`config.mk`:
```
export PLATFORM = sky130hd
export DESIGN_NAME = pipe_hazard_ctrl
export DESIGN_NICKNAME = d
export VERILOG_FILES = /design/src/rtl/pipe_hazard_ctrl_pkg.sv /design/src/rtl/pipe_hazard_ctrl_md_busy_timer.sv /design/src/rtl/pipe_hazard_ctrl.sv
export SDC_FILE = /design/constraint.sdc
export NUM_CORES = 1
export LEC_CHECK = 0
export CAP_MARGIN = 20
export CORE_ASPECT_RATIO = 1.2
export CORE_MARGIN = 4
export CORE_UTILIZATION = 40
export CTS_CLUSTER_DIAMETER = 200
export CTS_CLUSTER_SIZE = 16
export DETAILED_ROUTE_END_ITERATION = 8
export PLACE_DENSITY = 0.92
export SYNTH_ARGS = -nofsm -noshare
export SYNTH_HDL_FRONTEND = slang
export SYNTH_HIERARCHICAL = 1
export SYNTH_SLANG_ARGS = --single-unit
```
`constraint.sdc`:
```
create_clock -name clk -period 4.9 [get_ports clk]
set_input_delay 0.98 -clock clk [delete_from_list [all_inputs] [get_ports clk]]
set_output_delay 0.98 -clock clk [all_outputs]
set_load 0.01 [all_outputs]
```
`src/rtl/pipe_hazard_ctrl_pkg.sv`:
```
// Shared encodings for the pipeline hazard controller: Tuse/Tnew codes,
// exception handler address, FSM states and default mult/div latencies.
package pipe_hazard_ctrl_pkg;

  localparam logic [1:0] TUSE_NOW   = 2'd0;
  localparam logic [1:0] TUSE_NEVER = 2'd3;
  localparam logic [1:0] TNEW_READY = 2'd0;

  localparam logic [31:0] EXC_HANDLER_ADDR = 32'h0000_4180;

  localparam int DEF_MULT_CYCLES = 5;
  localparam int DEF_DIV_CYCLES  = 10;

  typedef enum logic [1:0] {
    ST_RUN        = 2'd0,
    ST_MD_BUSY    = 2'd1,
    ST_EXC_REDIR  = 2'd2,
    ST_ERET_REDIR = 2'd3
  } hz_state_e;

endpackage

```
`src/rtl/pipe_hazard_ctrl_md_busy_timer.sv`:
```
// Countdown of the remaining mult/div busy cycles; reloads on every start.
module md_busy_timer #(
  parameter int MULT_CYCLES = 5,
  parameter int DIV_CYCLES  = 10,
  parameter int CNT_W       = 4
) (
  input  logic             clk,
  input  logic             reset,
  input  logic             start,
  input  logic             is_div,
  output logic [CNT_W-1:0] count,
  output logic             busy
);

  logic [CNT_W-1:0] count_q, count_d;

  always_comb begin
    count_d = count_q;
    if (start) begin
      count_d = is_div ? CNT_W'(DIV_CYCLES) : CNT_W'(MULT_CYCLES);
    end else if (count_q != '0) begin
      count_d = count_q - CNT_W'(1);
    end
  end

  always_ff @(posedge clk or posedge reset) begin
    if (reset) begin
      count_q <= '0;
    end else begin
      count_q <= count_d;
    end
  end

  assign count = count_q;
  assign busy  = (count_q != '0);

endmodule

```
`src/rtl/pipe_hazard_ctrl.sv`:
```
// Stall/flush controller for the 5-stage pipeline: data and mult/div hazards,
// exception entry and eret redirect. Optional counters under HAZARD_PERF_EN.
module pipe_hazard_ctrl
  import pipe_hazard_ctrl_pkg::*;
#(
  parameter int MULT_CYCLES = DEF_MULT_CYCLES,
  parameter int DIV_CYCLES  = DEF_DIV_CYCLES,
  parameter int CNT_W       = 4
) (
  input  logic       clk,
  input  logic       reset,
  input  logic [4:0] D_rs,
  input  logic [4:0] D_rt,
  input  logic [1:0] D_tuse_rs,
  input  logic [1:0] D_tuse_rt,
  input  logic [4:0] E_wa,
  input  logic [1:0] E_tnew,
  input  logic [4:0] M_wa,
  input  logic [1:0] M_tnew,
  input  logic       D_is_md,
  input  logic       E_md_start,
  input  logic       E_md_is_div,
  input  logic       D_eret,
  input  logic       M_exc_req,
  output logic       stall,
  output logic       bubble_E,
  output logic       flush_D,
  output logic       flush_E,
  output logic       flush_M,
  output logic       md_start_ok,
  output logic       md_busy,
  output logic       pc_sel_exc,
  output logic       pc_sel_epc
`ifdef HAZARD_PERF_EN
  ,
  output logic [31:0] perf_stall_cnt,
  output logic [31:0] perf_flush_cnt
`endif
);

  logic             stall_rs, stall_rt, stall_md;
  logic             eret_acc, busy_next;
  logic [CNT_W-1:0] md_count;
  hz_state_e        state_q;
  logic             pc_sel_exc_q, pc_sel_epc_q;

  // Register $0 never carries a dependency; TUSE_NEVER (3) can never be below a Tnew.
  assign stall_rs = (D_rs != 5'd0) &&
                    (((D_rs == E_wa) && (D_tuse_rs < E_tnew)) ||
                     ((D_rs == M_wa) && (D_tuse_rs < M_tnew)));
  assign stall_rt = (D_rt != 5'd0) &&
                    (((D_rt == E_wa) && (D_tuse_rt < E_tnew)) ||
                     ((D_rt == M_wa) && (D_tuse_rt < M_tnew)));
  assign stall_md = D_is_md && (md_busy || E_md_start);

  assign stall       = (stall_rs || stall_rt || stall_md) && !M_exc_req;
  assign bubble_E    = stall;
  assign md_start_ok = E_md_start && !M_exc_req;
  assign eret_acc    = D_eret && !stall && !M_exc_req;

  assign flush_D = M_exc_req || eret_acc;
  assign flush_E = M_exc_req;
  assign flush_M = M_exc_req;

  md_busy_timer #(
    .MULT_CYCLES (MULT_CYCLES),
    .DIV_CYCLES  (DIV_CYCLES),
    .CNT_W       (CNT_W)
  ) u_md_timer (
    .clk    (clk),
    .reset  (reset),
    .start  (md_start_ok),
    .is_div (E_md_is_div),
    .count  (md_count),
    .busy   (md_busy)
  );

  // True when the mult/div unit will still be busy after this edge.
  assign busy_next = md_start_ok || (md_count > CNT_W'(1));

  always_ff @(posedge clk or posedge reset) begin
    if (reset) begin
      state_q      <= ST_RUN;
      pc_sel_exc_q <= 1'b0;
      pc_sel_epc_q <= 1'b0;
    end else begin
      pc_sel_exc_q <= M_exc_req;
      pc_sel_epc_q <= eret_acc;
      if (M_exc_req) begin
        state_q <= ST_EXC_REDIR;
      end else if (eret_acc) begin
        state_q <= ST_ERET_REDIR;
      end else begin
        case (state_q)
          ST_RUN:     if (md_start_ok) state_q <= ST_MD_BUSY;
          ST_MD_BUSY: if (!busy_next) state_q <= ST_RUN;
          default:    state_q <= busy_next ? ST_MD_BUSY : ST_RUN;
        endcase
      end
    end
  end

  assign pc_sel_exc = pc_sel_exc_q;
  assign pc_sel_epc = pc_sel_epc_q;

`ifdef HAZARD_PERF_EN
  logic [31:0] perf_stall_q, perf_flush_q;

  always_ff @(posedge clk or posedge reset) begin
    if (reset) begin
      perf_stall_q <= 32'd0;
      perf_flush_q <= 32'd0;
    end else begin
      if (stall && (perf_stall_q != 32'hFFFF_FFFF)) perf_stall_q <= perf_stall_q + 32'd1;
      if (flush_M && (perf_flush_q != 32'hFFFF_FFFF)) perf_flush_q <= perf_flush_q + 32'd1;
    end
  end

  assign perf_stall_cnt = perf_stall_q;
  assign perf_flush_cnt = perf_flush_q;
`endif

endmodule

```
# Word level (Yosys, flattened, before mapping)
# Cells that the tools add are included.
dict set report word_totals {
  register_bits 6
  input_bits 35
  output_inout_bits 9
  wordCells 38
}
dict set report op_classes {
  addsub 1
  order_cmp 4
  n_eq_ne 4
  mux 3
  n_reduce_logical 23
}
# op count
set ops {}
lappend ops {{5-bit equality test} 4}
lappend ops {{4-bit 2-to-1 mux} 3}
lappend ops {{1-bit logical AND} 11}
lappend ops {{5-bit nonzero test} 2}
lappend ops {{2-bit < comparator} 4}
lappend ops {{1-bit logical OR} 6}
lappend ops {{4-bit nonzero test} 1}
lappend ops {{4-bit by 1-bit subtractor with 4-bit output, second input constant} 1}
lappend ops {{1-bit zero test} 2}
lappend ops {{2-bit nonzero test} 1}

# Depth between registers and ports, before layout
# Gate-level depths: netlist of the first run.
dict set report logic_depth {
  depth_word 11
  depth_mapped 7
  depth_no_buf 6
}

# Modules after synthesis
# The synthesis of the first run kept the hierarchy.
# module instances cells_per_inst area_each_um2 seq_area_each_um2
set modules_own_cells {}
lappend modules_own_cells {pipe_hazard_ctrl 1 54 506.7 50.0}
lappend modules_own_cells {md_busy_timer 1 28 262.8 100.1}

# Worst setup path after synthesis of the first run
# OpenSTA, ideal clock, no wires.
dict set report synth_timing {
  kind {input -> output}
  from {input port E_tnew[1]}
  to {output port stall}
  arrival_time_ns 2.350
  required_ns 3.920
  slack_ns 1.570
  path_stages 7
  path_buffers 1
  path_cell_list {inv_1 ha_1 a2111oi_4 nand4_1 o2bb2ai_1 a31oi_1 buf_4}
}
dict set report synth_between {
  elab_chain_len 7
  word_cells_on_any_way 11
  cone_classes {2 x order compare; 9 x reduce/logical}
}
# item line
set synth_lines {}
lappend synth_lines {{start: declaration} pipe_hazard_ctrl.sv:17} ;# input logic [1:0] E_tnew,
lappend synth_lines {{2-bit < comparator, on equally long branches} {pipe_hazard_ctrl.sv:49, pipe_hazard_ctrl.sv:52}}
lappend synth_lines {{1-bit logical AND, on equally long branches} {pipe_hazard_ctrl.sv:49, pipe_hazard_ctrl.sv:52}}
lappend synth_lines {{1-bit logical OR, on equally long branches} {pipe_hazard_ctrl.sv:49, pipe_hazard_ctrl.sv:52}}
lappend synth_lines {{1-bit logical AND, on equally long branches} {pipe_hazard_ctrl.sv:48, pipe_hazard_ctrl.sv:51}}
lappend synth_lines {{1-bit logical OR * (2 in a row)} pipe_hazard_ctrl.sv:56} ;# assign stall = (stall_rs || stall_rt || stall_md) && !M_exc_req;
lappend synth_lines {{1-bit logical AND *} pipe_hazard_ctrl.sv:56}
lappend synth_lines {{end: declaration} pipe_hazard_ctrl.sv:25} ;# output logic stall,
# Every way passes the cells marked *; elsewhere a longest branch is shown, timed or not.

# Worst setup path in the final report of the first run
dict set report layout_timing {
  from {input port E_tnew[1]}
  to {output port bubble_E}
}
dict set report layout_between {
  elab_chain_len 7
  word_cells_on_any_way 11
  cone_classes {2 x order compare; 9 x reduce/logical}
}
# item line
set layout_lines {}
lappend layout_lines {{2-bit < comparator, on equally long branches} {pipe_hazard_ctrl.sv:49, pipe_hazard_ctrl.sv:52}}
lappend layout_lines {{1-bit logical AND, on equally long branches} {pipe_hazard_ctrl.sv:49, pipe_hazard_ctrl.sv:52}}
lappend layout_lines {{1-bit logical OR, on equally long branches} {pipe_hazard_ctrl.sv:49, pipe_hazard_ctrl.sv:52}}
lappend layout_lines {{1-bit logical AND, on equally long branches} {pipe_hazard_ctrl.sv:48, pipe_hazard_ctrl.sv:51}}
lappend layout_lines {{1-bit logical OR * (2 in a row)} pipe_hazard_ctrl.sv:56}
lappend layout_lines {{1-bit logical AND *} pipe_hazard_ctrl.sv:56}
lappend layout_lines {{end: declaration} pipe_hazard_ctrl.sv:26} ;# output logic bubble_E,
# Marks and branches as above.

==> results of run 1 <==
[state kept, by name, indices dropped and copies added (netlist names)]
| signal | count |
|---|---|
| pc_sel_epc | 1 |
| pc_sel_exc | 1 |
| u_md_timer/count | 4 |
[how the worst max path moves through the flow]
| stage | endpoint | slack (ns) | cells after the start |
|---|---|---|---|
| 2_1_floorplan | stall | 1.57 | 7 |
| 3_3_place_gp | bubble_E | 0.73 | 8 |
| 3_5_place_dp | bubble_E | 0.65 | 8 |
| 4_1_cts | bubble_E | 0.66 | 8 |
| 5_1_grt | bubble_E | 0.56 | 8 |
| 6_report | bubble_E | 0.67 | 8 |
[Yosys cell counts, types with 2 or more instances]
library cell   n  area share, %
xnor2_1       13             15
inv_1         10            4.9
xor2_1         8            9.1
dfrtp_1        6             20
ha_1           6            9.8
nand2b_1       4            3.3
nand4_1        4            3.3
a2111oi_2      3            5.9
buf_4          3            2.9
nor2_1         2           0.98
nor2b_1        2            1.6
nor3_1         2            1.3
o2bb2ai_1      2            2.3
or4_1          2            2.0
[power by group through the flow]
stage | logic (mW) | clock network (mW) | registers, mW
6_report | 0.164 | 0.0474 | 0.0840
5_1_grt | 0.181 | 0.0527 | 0.0850
4_1_cts | 0.166 | 0.0500 | 0.0835
3_5_place_dp | 0.166 | 0 | 0.0838
3_3_place_gp | 0.156 | 0 | 0.0829
2_1_floorplan | 0.101 | 0 | 0.0805
[critical path, stage by stage]
cell	delay, ns
clkdlybuf4s50_1	0.45
inv_1	0.06
ha_1	0.30
a2111oi_4	0.33
nand4_1	0.13
o2bb2ai_1	0.17
a31oi_1	0.24
clkdlybuf4s50_1	0.58
[layer usage]
layer  vias up  routed length (microns)  track usage [%]
li1        377                        -                -
met1       338                      791             16.4
met2        51                     1080             28.5
met3         8                      208             2.59
met4         0                       65             10.0
met5         -                        0                0
[area by class of cell]
cell class                      instances  share of cell area (%)
Clock buffer                            3                    1.85
Inverter                               10                    3.08
Multi-Input combinational cell         62                    45.5
Sequential cell                         6                    12.3
Tap cell                               19                    1.95
Timing Repair Buffer                   43                    35.3
[per-stage QoR]
step / power (mW) / instances / area (sq um)
2_1_floorplan: 0.182 / 82 / 769
3_3_place_gp: 0.239 / 140 / 1200
3_5_place_dp: 0.250 / 140 / 1200
4_1_cts: 0.299 / 143 / 1220
5_1_grt: 0.319 / 143 / 1220
6_report: 0.295 / 143 / 1220
[cells by family after synthesis]
kind of cell,Yosys count
flops,6
simple gates,20
xor+xnor,21
fa+ha+maj,6
compound gates,14
buf+inv,14
mux,1
==> metrics.yaml, run 1 <==
rr_worst_depth: 6
slew_headroom_pct: 59.5
worstHoldEndpoint: "u_md_timer/count[2]"
synth_simple_gate_area_share_pct: 16.4
fp.dieH_microns: 56.0
clockBufferDepth: 2
antenna_left: 0
ys.warnings.count: 6
final_common_cell: "clkdlybuf4s50_1"
synth_top_family_by_area: "XOR/XNOR gates"
die-area_sq_mm: 0.00269
regArea_sq_um: 150
cts_hold_buffers: 0
htreeDepth: 1
syn_avg_cell_area_sq_um: 9.38
criticalPathCategory: "in -> out"
fillCellCount: 143
hold_ws_ns: 0.630
powerDensity_mw_per_mm2: 242
synth_xor_area_share_pct: 23.9
fin_setup_tns_ns: 0
synth_fa_ha_area_share_pct: 9.76
p_sw_mw: 0.110
slew_viol_final: 0
ys_ff_latch: 6
final_cell_mix: "43 x clkdlybuf4s50_1, 13 x xnor2_1, 10 x inv_1"
whs_path_depth: 2
swShare_pct: 37.1
start_util_pct: 42.1
arrival_ns: 3.25
synth-edff-count: 0
clk_latency_ns: 0.25
ys_seq_area_share_pct: 19.5
grt_pass1_vias: 802
antennaDiodeCount: 0
fin_nets: 167
critPathLaunchType: "primary input"
antenna_found_initial: 0
route.vias.total: 774
clock.fmax_mhz: 237
finalHoldViolations: 0
endpoint_kind: "output pin"
pre_cts_slack_ns: 0.649
reg2reg_from: "u_md_timer/count[0]"
drcViolationCount: 0
place_congestion: 0.889
fin_util_pct: 66.6
min_period_ns: 4.23
grt_pass1_wl_mm: 3.20
reg2reg_to: "pc_sel_epc"
die_width_microns: 48.0
grtUsageTotal_pct: 16.3
drive_above_1_share_pct: 8.06
area_delta_synth_final_pct: 58.4
ir_worst_vdd_v: 0.000113
cts_setup_buffers: 0
status: "finished, final reports clean"
combPwrFrac_pct: 55.5
fin_skew_ns: 0.00786
synth.area.mux_share_pct: 1.30
min_path_type: "reg -> reg"
power_frac_clock_pct: 16.0
avgRoutedWirePerCell_microns: 15.0
first_iter_violations: 6
grt_overflow: 0
power.share.sequential_pct: 28.4
syn_inst: 82
num_rows: 17
wl_mm: 2.15
leakagePower_nw: 0.475
cts.sinks: 6
cts-root-buf: "clkbuf_4"
clk_pin_slew_ns: 0.05
hold_start: "u_md_timer/count[2]"
rrSetupSlack_ns: 3.07
grt_max_degree: 10
fin_crit_sh_pct: 86.3
fin_ws_ns: 0.672
cts_made_buffers: 3
drv_cap: 0
cts_resized: 0
io_pins: 44
startpoint: "E_tnew[1]"
setup_viol: 0
tightest_slew_ns: 0.607
synth_compound_area_share_pct: 20.7
post_drt_via_cell_ratio: 5.41
dp_hpwl_mm: 1.91
synthDistinctLibCells: 29
core_area_sq_mm: 0.00183
cts_tree: "built"
portBuffers: 43
synthArstFlopShare_pct: 100
synth_nets: 123
synth_flop_cell: "dfrtp_1"
synth_area_sq_um: 769
crit_path_max_fanout: 3
critPathRequiredTime_ns: 3.92
p_int_mw: 0.186
grt_setup_unrepaired: "no"
dr.pass1.iters: 4
multi_input_area_sq_um: 554
(Power assumes the default switching activity.)
==> run 2, diff against run 1 <==
Settings changed: CORE_MARGIN 4 to default, CORE_UTILIZATION 40 to 38, PLACE_DENSITY 0.92 to 0.88, SKIP_LAST_GASP from default to 1.
Clock period 4.9 ns to 4.8 ns, I/O delays scaled along.
==> run 2 against run 1 <==
Effect of this change: clock power fell by 3%; highest routed layer unchanged; core utilization fell by 1.5 points; critical endpoint unchanged; final cell count did not move; die area fell by 18%; largest cell class unchanged.
==> metrics.yaml, run 2 (synthesized netlist as in run 1, its figures left out) <==
dr.pass1.iters: 4  # unchanged
hold_ws_ns: 0.621  # was 0.630 ns
cts-root-buf: "clkbuf_4"  # unchanged
min_path_type: "reg -> reg"  # unchanged
clock.fmax_mhz: 240
htreeDepth: 1  # unchanged
clk_pin_slew_ns: 0.05  # about the same
slew_viol_final: 0  # unchanged
drv_cap: 0  # unchanged
cts.sinks: 6  # unchanged
crit_path_max_fanout: 3  # unchanged
min_period_ns: 4.17
fin_crit_sh_pct: 86.8
grt_max_degree: 10  # unchanged
area_delta_synth_final_pct: 58.4  # unchanged
cts_resized: 0  # unchanged
antenna_left: 0  # unchanged
fp.dieH_microns: 51.3  # was 56.0 microns
wl_mm: 2.01  # was 2.15 mm
io_pins: 44  # unchanged
fin_setup_tns_ns: 0  # unchanged
status: "finished, final reports clean"  # unchanged
rr_worst_depth: 6  # unchanged
cts_made_buffers: 3  # unchanged
num_rows: 17  # unchanged
endpoint_kind: "output pin"  # unchanged
multi_input_area_sq_um: 554  # unchanged
criticalPathCategory: "in -> out"  # unchanged
regArea_sq_um: 150  # unchanged
cts_setup_buffers: 0  # unchanged
fin_nets: 167  # unchanged
hold_start: "u_md_timer/count[2]"  # unchanged
post_drt_via_cell_ratio: 5.48  # was 5.41
grt_pass1_wl_mm: 3.24  # was 3.20 mm
powerDensity_mw_per_mm2: 245  # was 242 mW/mm^2
whs_path_depth: 2  # unchanged
final_common_cell: "clkdlybuf4s50_1"  # unchanged
die-area_sq_mm: 0.00221  # was 0.00269 sq mm
largest_reg_flops: 4  # unchanged
leakagePower_nw: 0.475  # unchanged
avgRoutedWirePerCell_microns: 14.1  # was 15.0 microns
cts_tree: "built"  # unchanged
drive_above_1_share_pct: 8.06  # unchanged
dp_hpwl_mm: 1.78  # was 1.91 mm
finalHoldViolations: 0  # unchanged
drcViolationCount: 0  # unchanged
start_util_pct: 41.1  # was 42.1%
die_width_microns: 43.1  # was 48.0 microns
route.vias.total: 784  # was 774
grtUsageTotal_pct: 20.0  # was 16.3%
core_area_sq_mm: 0.00187  # was 0.00183 sq mm
slew_headroom_pct: 57.9  # was 59.5%
grt_pass1_vias: 808  # was 802
fillCellCount: 167  # was 143
place_congestion: 0.842  # was 0.889
first_iter_violations: 12  # was 6
clk_latency_ns: 0.24  # was 0.25 ns
critPathLaunchType: "primary input"  # unchanged
portBuffers: 43  # unchanged
startpoint: "M_tnew[1]"  # was E_tnew[1]
fin_skew_ns: 0.00510  # was 0.00786 ns
clockBufferDepth: 2  # unchanged
antenna_found_initial: 0  # unchanged
critPathRequiredTime_ns: 3.84  # was 3.92 ns
antennaDiodeCount: 0  # unchanged
final_cell_mix: "43 x clkdlybuf4s50_1, 13 x xnor2_1, 10 x inv_1"  # unchanged
tightest_slew_ns: 0.630  # was 0.607 ns
reg2reg_from: "u_md_timer/count[0]"  # unchanged
arrival_ns: 3.21  # was 3.25 ns
grt_setup_unrepaired: "no"  # unchanged
grt_overflow: 0  # unchanged
setup_viol: 0  # unchanged
ir_worst_vdd_v: 0.0000980  # was 0.000113 V
cts_hold_buffers: 0  # unchanged
run 2: final cells by class:
cell class / count / area share (%)
multi-input combinational: 62 / 45.5
inverter: 10 / 3.08
tap: 19 / 1.95
sequential: 6 / 12.3
clock buffer: 3 / 1.85
timing repair buffer: 43 / 35.3
run 2: metal layers:
metal | track usage, % | vias up | routed length [microns]
met4 | 11.6 | 0 | 33
li1 | - | 375 | -
met3 | 2.12 | 4 | 116
met5 | 0 | - | 0
met1 | 18.0 | 361 | 704
met2 | 40.8 | 44 | 1160
run 2: worst paths after layout:
kind	to	slack, ns
min reg2reg	u_md_timer/count[2]	0.62
max reg2reg	pc_sel_epc	3.00
min	u_md_timer/count[2]	0.62
max in group asynchronous	u_md_timer/count[0]	3.69
min in group asynchronous	pc_sel_epc	0.91
max	bubble_E	0.63
run 2: report_power, final:
part,internal [mW],leakage (nW),total (mW),switching (mW)
clock network,0.0282,0.0138,0.0460,0.0177
registers,0.0693,0.0714,0.0846,0.0153
logic,0.0922,0.389,0.168,0.0761
run 2: worst max-delay path: stages:
cell             delay [ns]
clkdlybuf4s50_1        0.45
inv_1                  0.05
ha_1                   0.29
a2111oi_2              0.36
nand4_1                0.13
o2bb2ai_1              0.17
a31oi_1                0.22
clkdlybuf4s50_1        0.57
run 2: stage by stage:
stage / cells / power [mW] / worst slack [ns] / area (sq um) / utilization (%)
finish: 143 / 0.299 / 0.631 / 1220 / 65.1
global route: 143 / 0.322 / 0.431 / 1220 / 65.1
CTS: 143 / 0.302 / 0.618 / 1220 / 65.1
detailed placement: 140 / 0.254 / 0.619 / 1200 / 63.9
global placement: 140 / 0.243 / 0.679 / 1200 / 63.9
floorplan: 82 / 0.185 / 1.51 / 769 / -
==> run 3, diff against run 2 <==
Settings changed: SETUP_SLACK_MARGIN from default to 0.5.
==> run 3 against run 2 <==
Effect of this change: critical path depth stayed put; final area is 1.5% higher; sequential cell count stayed put; largest cell class unchanged; non-clock buffer count stayed put; clock skew is 0.00071 ns higher; sequential power hardly changed; total power is 1.4% higher; core utilization is 1.0 points higher.
==> metrics.yaml, run 3 (synthesized netlist as in run 1, its figures left out) <==
status: "finished, final reports clean"  # unchanged
clk_latency_ns: 0.25  # was 0.24 ns
clock.fmax_mhz: 242  # was 240 MHz
fillCellCount: 163  # was 167
fin_crit_sh_pct: 86.1  # was 86.8%
critPathLaunchType: "primary input"  # unchanged
wl_met1_microns: 719  # was 704 microns
cpLargestDelayFamily: "buffers and inverters"  # unchanged
grt_overflow: 0  # unchanged
cts_made_buffers: 3  # unchanged
dr.pass1.iters: 4  # unchanged
criticalPathCategory: "in -> out"  # unchanged
place_congestion: 0.842  # unchanged
final_common_cell: "clkdlybuf4s50_1"  # unchanged
antenna_found_initial: 0  # unchanged
regArea_sq_um: 150  # unchanged
slew_viol_final: 0  # unchanged
endpoint_kind: "output pin"  # unchanged
io_pins: 44  # unchanged
critPathSlowestCell: "clkdlybuf4s50_1"  # unchanged
core_area_sq_mm: 0.00187  # unchanged
arrival_ns: 3.17  # was 3.21 ns
antenna_left: 0  # unchanged
finalHoldViolations: 0  # unchanged
first_iter_violations: 13  # was 12
min_path_type: "reg -> reg"  # unchanged
setup_viol: 0  # unchanged
die_width_microns: 43.1  # unchanged
antennaDiodeCount: 0  # unchanged
drive_above_1_share_pct: 8.87  # was 8.06%
grt_max_degree: 10  # unchanged
grt_pass1_vias: 808  # unchanged
crit_path_max_incr_delay_ns: 0.56  # was 0.57 ns
fp.dieH_microns: 51.3  # unchanged
slew_headroom_pct: 57.2  # was 57.9%
fin_setup_tns_ns: 0  # unchanged
multi_input_area_sq_um: 573  # was 554 sq um
portBuffers: 43  # unchanged
route.met3.wl_microns: 119  # was 116 microns
ir_worst_vdd_v: 0.0000995  # was 0.0000980 V
start_util_pct: 41.1  # unchanged
crit_buf_inv: 3  # unchanged
cts-root-buf: "clkbuf_4"  # unchanged
wl_mm: 2.03  # was 2.01 mm
path_common_cell: "clkdlybuf4s50_1"  # unchanged
leakagePower_nw: 0.476  # was 0.475 nW
drv_cap: 0  # unchanged
cts_hold_buffers: 0  # unchanged
placed_cells: 140  # unchanged
cts_tree: "built"  # unchanged
die-area_sq_mm: 0.00221  # unchanged
largest_reg_flops: 4  # unchanged
grt_setup_unrepaired: "no"  # unchanged
avgRoutedWirePerCell_microns: 14.2  # was 14.1 microns
clockBufferDepth: 2  # unchanged
cts.sinks: 6  # unchanged
fin_cells: 143  # unchanged
dp_hpwl_mm: 1.78  # unchanged
grt_pass1_wl_mm: 3.24  # unchanged
fin_nets: 167  # unchanged
min_period_ns: 4.13  # was 4.17 ns
final_cell_mix: "43 x clkdlybuf4s50_1, 13 x xnor2_1, 10 x inv_1"  # unchanged
drcViolationCount: 0  # unchanged
area_delta_synth_final_pct: 60.8  # was 58.4%
tightest_slew_ns: 0.640  # was 0.630 ns
wl_met2_mm: 1.16  # about the same
crit_path_max_fanout: 3  # unchanged
top_layer: "met4"  # unchanged
htreeDepth: 1  # unchanged
powerDensity_mw_per_mm2: 245  # about the same
fin_skew_ns: 0.00581  # was 0.00510 ns
num_rows: 17  # unchanged
grtUsageTotal_pct: 20.0  # unchanged
critPathRequiredTime_ns: 3.84  # about the same
route.vias.total: 790  # was 784
clk_pin_slew_ns: 0.05  # about the same
post_drt_via_cell_ratio: 5.52  # was 5.48
crit_chain: "clkdlybuf4s50_1 -> inv_1 -> ha_1 -> a2111oi_4 -> nand4_1 -> o2bb2ai_1 -> a31oi_2 -> clkdlybuf4s50_1"  # was clkdlybuf4s50_1 -> inv_1 -> ha_1 -> a2111oi_2 -> nand4_1 -> o2bb2ai_1 -> a31oi_1 -> clkdlybuf4s50_1
run 3: cell counts in the layout (fill, tap and decap cells not counted):
No cell type changed its count.
run 3: power by group:
| part | total [mW] | internal, mW | switching [mW] |
|---|---|---|---|
| sequential | 0.0849 | 0.0693 | 0.0156 |
| clock | 0.0464 | 0.0283 | 0.0181 |
| combinational | 0.172 | 0.0936 | 0.0782 |
run 3: worst min-delay path: stages (launching register included):
cell and delay [ns]:
dfrtp_1 0.40, a211o_2 0.12, a21boi_0 0.06
run 3: worst paths after layout:
check                                         start             endpoint  slack, ns  cells past startpoint
worst max-delay path                      M_tnew[1]             bubble_E       0.67                      8
worst min-delay path            u_md_timer/count[2]  u_md_timer/count[2]       0.62                      2
worst max register to register  u_md_timer/count[0]           pc_sel_epc       2.93                      6
worst min register to register  u_md_timer/count[2]  u_md_timer/count[2]       0.62                      2
max in group asynchronous                     reset  u_md_timer/count[0]       3.69                      2
min in group asynchronous                     reset           pc_sel_epc       0.91                      2
run 3: layer usage:
metal	vias to the layer above	track usage, %
li1	375	-
met5	-	0
met3	4	2.12
met2	46	40.8
met4	0	11.6
met1	365	18.0
run 3: timing repair:
| item | in CTS | in global routing |
|---|---|---|
| hold endpoints to repair | 0 | 0 |
| buffers inserted | 0 | 0 |
| gates resized for setup | 0 | 2 |
| endpoints found under the setup margin | 0 | 2 |
run 3: final cells by class:
type / count / area share [%]
well taps: 19 / 1.92
flip-flops and latches: 6 / 12.1
clock buffers: 3 / 1.82
multi-input cells: 62 / 46.3
inverters: 10 / 3.03
repair buffers: 43 / 34.8
run 3: stage by stage:
| step | power [mW] | instance area (sq um) | hold WS (ns) | worst slack (ns) | utilization (%) |
|---|---|---|---|---|---|
| 2_1_floorplan | 0.185 | 769 | 0.576 | 1.51 | - |
| 3_3_place_gp | 0.243 | 1200 | 0.594 | 0.679 | 63.9 |
| 3_5_place_dp | 0.254 | 1200 | 0.617 | 0.619 | 63.9 |
| 4_1_cts | 0.302 | 1220 | 0.624 | 0.618 | 65.1 |
| 5_1_grt | 0.325 | 1240 | 0.645 | 0.530 | 66.1 |
| 6_report | 0.303 | 1240 | 0.623 | 0.669 | 66.1 |
